==> config.mk <==
export PLATFORM = sky130hd
export DESIGN_NAME = lc3b_fetch_unit
export DESIGN_NICKNAME = d
export VERILOG_FILES = /design/src/rtl/lc3b_fetch_unit.sv
export SDC_FILE = /design/constraint.sdc
export NUM_CORES = 1
export LEC_CHECK = 0
export CAP_MARGIN = 20
export CORE_MARGIN = 2
export CORE_UTILIZATION = 25
export DETAILED_ROUTE_END_ITERATION = 7
export PLACE_DENSITY = 0.53
export SYNTH_ARGS = -nofsm -noshare
export SYNTH_HDL_FRONTEND = slang
export SYNTH_SLANG_ARGS = --single-unit
==> constraint.sdc <==
create_clock -name clk -period 2.3 [get_ports clk]
set_input_delay 0.46 -clock clk [delete_from_list [all_inputs] [get_ports clk]]
set_output_delay 0.46 -clock clk [all_outputs]
set_load 0.01 [all_outputs]
==> src/rtl/lc3b_fetch_unit.sv <==
// lc3b_fetch_unit: PC generator, single-outstanding memory read handshake and
// first-word-fall-through instruction queue; redirects flush and restart fetch.
module lc3b_fetch_unit #(
    parameter int               WIDTH    = 16,
    parameter int               DEPTH    = 4,
    parameter logic [WIDTH-1:0] RESET_PC = 16'h0000
) (
    input  logic                       clk,
    input  logic                       reset_n,
    input  logic                       redirect,
    input  logic [WIDTH-1:0]           redirect_pc,
    output logic                       mem_read,
    output logic [WIDTH-1:0]           mem_address,
    input  logic [WIDTH-1:0]           mem_rdata,
    input  logic                       mem_resp,
    output logic                       inst_valid,
    output logic [WIDTH-1:0]           inst,
    output logic [WIDTH-1:0]           inst_pc,
    input  logic                       inst_ready,
    output logic [$clog2(DEPTH):0]     count
);
    localparam int AW = $clog2(DEPTH);
    localparam int CW = AW + 1;
    localparam logic [CW-1:0] FULL = CW'(DEPTH);

    typedef enum logic [1:0] {IDLE, REQ, DISCARD} state_t;

    state_t           r_state;
    logic [WIDTH-1:0] r_fetch_pc;
    logic [WIDTH-1:0] r_disc_addr;
    logic [WIDTH-1:0] r_inst_q [DEPTH];
    logic [WIDTH-1:0] r_pc_q   [DEPTH];
    logic [AW-1:0]    r_rd_ptr;
    logic [AW-1:0]    r_wr_ptr;
    logic [CW-1:0]    r_count;
    logic             w_push;
    logic             w_pop;

    assign w_push      = (r_state == REQ) && mem_resp && !redirect;
    assign w_pop       = inst_ready && (r_count != '0);
    assign mem_read    = (r_state != IDLE);
    assign mem_address = (r_state == DISCARD) ? r_disc_addr : r_fetch_pc;
    assign inst_valid  = (r_count != '0);
    assign inst        = r_inst_q[r_rd_ptr];
    assign inst_pc     = r_pc_q[r_rd_ptr];
    assign count       = r_count;

    always_ff @(posedge clk or negedge reset_n) begin
        if (!reset_n) begin
            r_state     <= IDLE;
            r_fetch_pc  <= RESET_PC;
            r_disc_addr <= RESET_PC;
        end else begin
            case (r_state)
                IDLE: begin
                    if (redirect)
                        r_fetch_pc <= redirect_pc;
                    else if (r_count < FULL)
                        r_state <= REQ;
                end
                REQ: begin
                    if (redirect) begin
                        // keep the abandoned address on the bus until memory answers
                        r_fetch_pc  <= redirect_pc;
                        r_disc_addr <= r_fetch_pc;
                        r_state     <= mem_resp ? IDLE : DISCARD;
                    end else if (mem_resp) begin
                        r_fetch_pc <= r_fetch_pc + WIDTH'(2);
                        r_state    <= IDLE;
                    end
                end
                DISCARD: begin
                    if (redirect)
                        r_fetch_pc <= redirect_pc;
                    if (mem_resp)
                        r_state <= IDLE;
                end
                default: r_state <= IDLE;
            endcase
        end
    end

    always_ff @(posedge clk or negedge reset_n) begin
        if (!reset_n) begin
            r_rd_ptr <= '0;
            r_wr_ptr <= '0;
            r_count  <= '0;
        end else if (redirect) begin
            r_rd_ptr <= '0;
            r_wr_ptr <= '0;
            r_count  <= '0;
        end else begin
            if (w_push)
                r_wr_ptr <= r_wr_ptr + AW'(1);
            if (w_pop)
                r_rd_ptr <= r_rd_ptr + AW'(1);
            r_count <= r_count + CW'(w_push) - CW'(w_pop);
        end
    end

    always_ff @(posedge clk) begin
        if (w_push) begin
            r_inst_q[r_wr_ptr] <= mem_rdata;
            r_pc_q[r_wr_ptr]   <= r_fetch_pc;
        end
    end
endmodule

==> out/qor.tcl, run 1 <==
set qor(status) {complete, but fails checks}
set qor(violations) {negative hold slack, negative setup slack}
set qor(postLayoutCoreUtil_pct) 34.7
set qor(cts_tree) {done}
set qor(dieWidth_um) 172
set qor(total_leakage_power_uw) 0.00349
set qor(synthesis.nets) 444
set qor(cts-root-to-sink-buffers) 2
set qor(pin_count) 90
set qor(grt_max_degree) 34
set qor(place.detailed.hpwl_um) 10800
set qor(swShare_pct) 27.7
set qor(stdcell_area_um2) 9640
set qor(r2r_end) {count[2]$_DFF_PN0_}
set qor(total_number_of_vias) 4114
set qor(core.rowCount) 61
set qor(crit_chain) {buf_6, buf_12, buf_4, mux4_2, buf_6}
set qor(insertedDiodeCount) 0
set qor(vdd.ir_drop.worst_uv) 426
set qor(netSwitchingPower_uw) 2830
set qor(detail-route-antenna-nets) 0
set qor(synth_flop_cell) {edfxtp_1}
set qor(cts_root_buffer) {clkbuf_16}
set qor(antenna_found_initial) 0
set qor(worst_ep_arrival_time_ns) 1.85
set qor(critical_path_peak_fanout) 5
set qor(power_density_over_the_cells_nw_per_um2) 1060
set qor(fmaxAchievable_mhz) 434
set qor(finalHoldViolations) 3
set qor(clkLatencyLatePin_ns) 0.43
set qor(ff_latch_area_um2) 4870
set qor(layout_worst_path_cycle_share_pct) 100
set qor(slew_headroom_pct) 65.3
set qor(internal_power_component_uw) 7390
set qor(layout_overhead_on_the_synthesized_area_pct) 36.4
set qor(cts_buffers) 17
set qor(detail_route.wirelength_um) 16600
set qor(timing.reg2reg.setup_slack_ns) 0.23
set qor(placeableCoreArea_um2) 27800
set qor(cp_data_required_time_ns) 1.84
set qor(yosys.cell_types.count) 57
set qor(worst-path-buf-inv) 4
set qor(placement.io_buffers) 89
set qor(final-max-slew-violation-count) 0
set qor(final_cell_count_no_fill) 933
set qor(rr_startpoint) {r_state[0]$_DFFE_PN0P_}
set qor(rsz0062_at_grt) {yes}
set qor(synth-seq-area-share_pct) 68.9
set qor(synthesis.yosys.warnings) 0
set qor(firstDrtPassIters) 4
set qor(first_global_vias) 4356
set qor(p_total_uw) 10200
set qor(grt_pass1_wl_um) 25300
set qor(worst-setup-path-type) {register to primary output}
set qor(floorplan.initialDensity_pct) 25.4
set qor(crit_family) {buffers and inverters}
set qor(critical-path-slowest-cell) {dfrtp_2}
set qor(netlist_area_um2) 7070
set qor(detail_route.vias_per_cell) 4.41
set qor(ff2ff_path_depth) 11
set qor(endpoint_kind) {primary output}
set qor(final_nets) 588
set qor(clk_pin_slew_ns) 0.07
set qor(netlist_instances) 399
set qor(crit_path_start_kind) {register}
set qor(layout-drive-gt1-share_pct) 40.2
set qor(tightestPinTransition_ns) 0.518
set qor(htree_num_levels) 4
set qor(dpl_cell_area_um2) 8720
set qor(filler_cell_count) 2659
set qor(max_cap_violations) 0
set qor(multi_input_gate_area_um2) 2060
set qor(comb_power_share_pct) 31.2
set qor(globalRoute.totalOverflow) 0
set qor(crit_path_frequent_cell) {buf_6}
set qor(cts_num_sinks) 169
set qor(critical_path.max_stage_delay_ns) 0.45
set qor(fin_skew_ns) 0.0176
set qor(drt_iter0_markers) 333
set qor(gp_routability_congestion) 0.824
set qor(placed_cells) 879
set qor(drc_errors) 0
set qor(fp.dieH_um) 172
set qor(pwr-share-clk_pct) 30.2
set qor(hold_class) {primary input to asynchronous set/reset pin}
set qor(flop_and_latch_count_out_of_synthesis) 169
set qor(clock_period_minus_worst_slack_ns) 2.31
set qor(synth-edff-count) 128
set qor(wl_per_cell_um) 17.8
set qor(syn_area_per_cell_um2) 17.7
set qor(fp.dieArea_um2) 29600
set qor(hold-worst-slack_ns) -0.00226
set qor(setup_viol) 1
set qor(async_flop_share_pct) 24.3
set qor(seq_power_share_pct) 38.6
set qor(crit_path_setup_slack_layout_ns) -0.00548
set qor(grtUsageTotal_pct) 11.6
==> cell usage in the layout (no fill, tap or decap), types with 9 or more instances in the layout <==
cell type	instances
nand3_1	11
buf_12	16
nor2_1	20
buf_6	37
dfrtp_1	40
a21oi_1	9
clkdlybuf4s50_1	37
mux2_2	27
nand2_1	9
edfxtp_1	128
clkbuf_16	20
buf_2	11
buf_4	33
clkbuf_2	9
mux4_2	32
==> synthesized netlist by cell type, drive strengths merged (6+ instances only) <==
library cell	number	area share (%)
o21ai	7	0.50
dfrtp	41	15
and2	6	0.57
inv	7	0.37
buf	20	1.8
nand3	11	0.78
edfxtp	128	54
mux4	32	10
ha	7	1.2
nor2	20	1.1
nand2	9	0.48
a21oi	9	0.64
mux2	34	5.4
==> layer usage <==
metal	routed length, um	part of all wire, %	track usage, %	vias up
met5	0	0	0	-
li1	-	-	-	1866
met2	7720	47	18.0	122
met3	904	5.5	3.66	8
met4	56	0.34	2.67	0
met1	7910	48	15.8	2118
==> how the worst max path moves through the flow <==
| stage | startpoint | endpoint | slack (ns) | cells after the start |
|---|---|---|---|---|
| 6_report | r_rd_ptr[0]$_DFFE_PN0P_ | inst_pc[10] | -0.005 | 5 |
| 5_1_grt | r_rd_ptr[0]$_DFFE_PN0P_ | inst[0] | -0.08 | 5 |
| 4_1_cts | r_rd_ptr[0]$_DFFE_PN0P_ | inst[8] | -0.16 | 6 |
| 3_5_place_dp | mem_resp | count[2]$_DFF_PN0_ | -0.34 | 11 |
| 3_3_place_gp | mem_resp | count[2]$_DFF_PN0_ | -0.28 | 11 |
| 2_1_floorplan | r_state[1]$_DFFE_PN0P_ | count[2]$_DFF_PN0_ | 0.11 | 11 |
==> state kept, by name, summed over array words and instances (netlist names) <==
name         count
r_pc_q          64
r_inst_q        64
r_rd_ptr         2
r_disc_addr     16
r_wr_ptr         2
count            3
r_state          2
r_fetch_pc      16
==> cell type report <==
class                           instances  share of cell area [%]
Multi-Input combinational cell        198                    21.3
Sequential cell                       169                    50.5
Inverter                                7                   0.273
Clock buffer                           17                    4.41
Clock inverter                         14                    2.15
Tap cell                              378                    4.91
Timing Repair Buffer                  150                    16.4
==> power groups by stage <==
stage | clock network [uW] | registers (uW) | logic (uW)
finish | 3090 | 3950 | 3190
CTS | 3160 | 3930 | 2970
detailed placement | 0 | 4000 | 2810
global placement | 0 | 3980 | 2780
floorplan | 0 | 3950 | 1480
global route | 3280 | 3990 | 3440
==> logic make-up after synthesis <==
kind of cell | Yosys count | synth area share, %
compound gates | 48 | 5.06
xor+xnor | 5 | 0.620
fa+ha+maj | 8 | 1.52
buf+inv | 32 | 2.48
flops | 169 | 68.9
mux | 69 | 16.0
simple gates | 68 | 5.40
==> worst register-to-register path: stages (launching register included) <==
cell      delay (ns)
dfrtp_1         0.35
buf_4           0.20
nand3b_4        0.09
nor2_1          0.15
inv_1           0.08
ha_1            0.28
inv_1           0.06
ha_1            0.12
inv_1           0.04
fa_1            0.37
xnor2_1         0.16
nor2_1          0.05
==> metrics by stage <==
step | setup slack [ns] | hold slack, ns | setup TNS [ns]
3_3_place_gp | -0.277 | 0.469 | -0.491
5_1_grt | -0.0787 | 0.0215 | -1.02
2_1_floorplan | 0.107 | 0.164 | 0
4_1_cts | -0.158 | 0.00385 | -1.42
3_5_place_dp | -0.345 | 0.474 | -0.607
6_report | -0.00548 | -0.00226 | -0.00548
==> what timing repair did <==
item / CTS / global route
hold buffers: 0 / 0
hold endpoints to repair: 0 / 0
setup buffers: 15 / 5
setup endpoints to repair: 49 / 48
resized for setup: 177 / 66
gates cloned: 2 / 3
Note: power is estimated with default switching activity, not from simulation.
==> run 2: changes to the inputs <==
--- a/config.mk
+++ b/config.mk
@@ -9,7 +9,7 @@
 export CORE_MARGIN = 2
 export CORE_UTILIZATION = 25
 export DETAILED_ROUTE_END_ITERATION = 7
-export PLACE_DENSITY = 0.53
+export PLACE_DENSITY = 0.48
 export SYNTH_ARGS = -nofsm -noshare
 export SYNTH_HDL_FRONTEND = slang
 export SYNTH_SLANG_ARGS = --single-unit
==> out/qor.tcl, run 2 (synthesized netlist as in run 1, its figures left out) <==
set qor(total_number_of_vias) 4034 ;# was 4114
set qor(place.detailed.hpwl_um) 10900 ;# was 10800 um
set qor(htree_num_levels) 4 ;# unchanged
set qor(pin_count) 90 ;# unchanged
set qor(power_density_over_the_cells_nw_per_um2) 1020 ;# was 1060 nW/um^2
set qor(detail_route.vias_per_cell) 4.35 ;# was 4.41
set qor(rsz0062_at_grt) {yes} ;# unchanged
set qor(layout_worst_path_cycle_share_pct) 101 ;# was 100%
set qor(mostFrequentLayoutCell) {edfxtp_1} ;# unchanged
set qor(final_nets) 582 ;# was 588
set qor(detail-route-antenna-nets) 0 ;# unchanged
set qor(floorplan.initialDensity_pct) 25.4 ;# unchanged
set qor(crit_path_setup_slack_layout_ns) -0.0238 ;# was -0.00548 ns
set qor(largest_registers) {r_inst_q (64), r_pc_q (64)} ;# unchanged
set qor(dieWidth_um) 172 ;# unchanged
set qor(core.rowCount) 61 ;# unchanged
set qor(dpl_cell_area_um2) 8760 ;# was 8720 um^2
set qor(cts-root-to-sink-buffers) 2 ;# unchanged
set qor(placement.io_buffers) 89 ;# unchanged
set qor(slew_headroom_pct) 60.3 ;# was 65.3%
set qor(p_total_uw) 9580 ;# was 10200 uW
set qor(cts_num_sinks) 169 ;# unchanged
set qor(finalHoldViolations) 0 ;# was 3
set qor(fin_skew_ns) 0.0109 ;# was 0.0176 ns
set qor(critical_path.max_stage_delay_ns) 0.52 ;# was 0.45 ns
set qor(timing.reg2reg.setup_slack_ns) 0.23 ;# about the same
set qor(swShare_pct) 29.6 ;# was 27.7%
set qor(stdcell_area_um2) 9400 ;# was 9640 um^2
set qor(clk_pin_slew_ns) 0.07 ;# about the same
set qor(hold_class) {primary input to asynchronous set/reset pin} ;# unchanged
set qor(drt_iter0_markers) 313 ;# was 333
set qor(cts_root_buffer) {clkbuf_16} ;# unchanged
set qor(final-max-slew-violation-count) 0 ;# unchanged
set qor(placeableCoreArea_um2) 27800 ;# unchanged
set qor(insertedDiodeCount) 0 ;# unchanged
set qor(wl_per_cell_um) 17.6 ;# was 17.8 um
set qor(cts_buffers) 17 ;# unchanged
set qor(tightestPinTransition_ns) 0.596 ;# was 0.518 ns
set qor(worst-setup-path-type) {register to primary output} ;# unchanged
set qor(endpoint_kind) {primary output} ;# unchanged
set qor(layout_overhead_on_the_synthesized_area_pct) 32.9 ;# was 36.4%
set qor(violations) {negative setup slack} ;# was negative hold slack, negative setup slack
set qor(vdd.ir_drop.worst_uv) 445 ;# was 426 uV
set qor(max_cap_violations) 0 ;# unchanged
set qor(cts_tree) {done} ;# unchanged
set qor(crit_chain) {buf_6, buf_12, buf_6, mux4_2, buf_6} ;# was buf_6, buf_12, buf_4, mux4_2, buf_6
set qor(gp_routability_congestion) 0.823 ;# was 0.824
set qor(antenna_found_initial) 0 ;# unchanged
set qor(cts-hold-fix-buffers) 0 ;# unchanged
set qor(fmaxAchievable_mhz) 430 ;# was 434 MHz
set qor(internal_power_component_uw) 6740 ;# was 7390 uW
set qor(grtUsageTotal_pct) 11.5 ;# was 11.6%
set qor(worst_ep_arrival_time_ns) 1.86 ;# was 1.85 ns
set qor(cp_data_required_time_ns) 1.84 ;# about the same
set qor(netSwitchingPower_uw) 2840 ;# was 2830 uW
set qor(globalRoute.totalOverflow) 0 ;# unchanged
set qor(clock_period_minus_worst_slack_ns) 2.32 ;# was 2.31 ns
set qor(grt_max_degree) 33 ;# was 34
set qor(critical_path_peak_fanout) 9 ;# was 5
set qor(top_library_cells_by_usage_in_the_layout_fill_and_taps_aside) {128 x edfxtp_1, 40 x dfrtp_1, 38 x clkdlybuf4s50_1} ;# was 128 x edfxtp_1, 40 x dfrtp_1, 37 x clkdlybuf4s50_1, 37 x buf_6, 33 x buf_4
set qor(clkLatencyLatePin_ns) 0.43 ;# about the same
set qor(drc_errors) 0 ;# unchanged
set qor(fp.dieArea_um2) 29600 ;# unchanged
set qor(layout-drive-gt1-share_pct) 39.6 ;# was 40.2%
set qor(status) {complete, but fails checks} ;# unchanged
set qor(fp.dieH_um) 172 ;# unchanged
set qor(detail_route.wirelength_um) 16300 ;# was 16600 um
set qor(total_leakage_power_uw) 0.00336 ;# was 0.00349 uW
set qor(grt_pass1_wl_um) 24900 ;# was 25300 um
set qor(comb_power_share_pct) 30.2 ;# was 31.2%
set qor(firstDrtPassIters) 4 ;# unchanged
set qor(first_global_vias) 4275 ;# was 4356
set qor(critical-path-slowest-cell) {mux4_2} ;# was dfrtp_2
set qor(crit_path_start_kind) {register} ;# unchanged
set qor(pwr-share-clk_pct) 28.9 ;# was 30.2%
set qor(crit_family) {multiplexers} ;# was buffers and inverters
set qor(setup_viol) 2 ;# was 1
set qor(crit_path_frequent_cell) {buf_6} ;# unchanged
set qor(worst-path-buf-inv) 4 ;# unchanged
set qor(seq_power_share_pct) 40.9 ;# was 38.6%
[run 2: cell count changes in the layout (fill, tap and decap cells not counted), moves of 3 or more]
cell       previous run  this run
buf_2                11        21
buf_6                37        17
bufinv_16             4         0
clkbuf_16            20        17
clkbuf_2              9        14
clkinv_8              0         3
[run 2: power groups by stage]
stage / clock (uW) / combinational [uW] / sequential [uW]
6_report: 2770 / 2890 / 3920
4_1_cts: 2850 / 2900 / 3920
2_1_floorplan: 0 / 1480 / 3950
3_5_place_dp: 0 / 2860 / 3990
3_3_place_gp: 0 / 2830 / 3970
5_1_grt: 2990 / 3150 / 3960
[run 2: final cells by class]
class                           instances  area, um^2
Fill cell                            2721       18400
Sequential cell                       169        4870
Multi-Input combinational cell        198        2060
Timing Repair Buffer                  144        1390
Tap cell                              378         473
Clock buffer                           17         425
Clock inverter                         15         158
Inverter                                7        26.3
[run 2: final timing paths]
| check | endpoint | start | cells after the start |
|---|---|---|---|
| max | inst_pc[9] | r_rd_ptr[0]$_DFFE_PN0P_ | 5 |
| min | count[0]$_DFF_PN0_ | reset_n | 1 |
| max reg2reg | count[2]$_DFF_PN0_ | r_state[1]$_DFFE_PN0P_ | 11 |
| min reg2reg | r_disc_addr[2]$_DFFE_PN0P_ | r_disc_addr[2]$_DFFE_PN0P_ | 1 |
| max in group asynchronous | r_fetch_pc[3]$_DFFE_PN0P_ | reset_n | 2 |
| min in group clk | r_disc_addr[2]$_DFFE_PN0P_ | r_disc_addr[2]$_DFFE_PN0P_ | 1 |
[run 2: timing repair]
item                       CTS  global route
buffers inserted            10             5
setup endpoints to repair   49            48
cloned                       3             0
gates resized for setup    178            40
[run 2: worst register-to-register path: cells and delay by family (launching register included)]
family,cells,cell delay [ns]
fa+ha+maj,3,0.76
buf+inv,4,0.33
simple gates,3,0.32
flops,1,0.39
xor+xnor,1,0.16
[run 2: through the flow]
step           hold WS, ns  TNS [ns]  setup slack [ns]  utilization (%)  cells
3_3_place_gp         0.482    -0.390            -0.227             31.5    882
2_1_floorplan        0.164         0             0.107                -    399
3_5_place_dp         0.490    -0.411            -0.242             31.5    882
4_1_cts             0.0483    -0.360            -0.107             33.8    927
5_1_grt             0.0554    -0.489            -0.104             33.8    928
6_report            0.0238   -0.0361           -0.0238             33.8    928
[run 2: routing by layer]
layer | GRT usage, % | wire [um]
met5 | 0 | 0
met4 | 3.54 | 128
met3 | 3.11 | 857
met2 | 18.3 | 7800
met1 | 15.2 | 7510
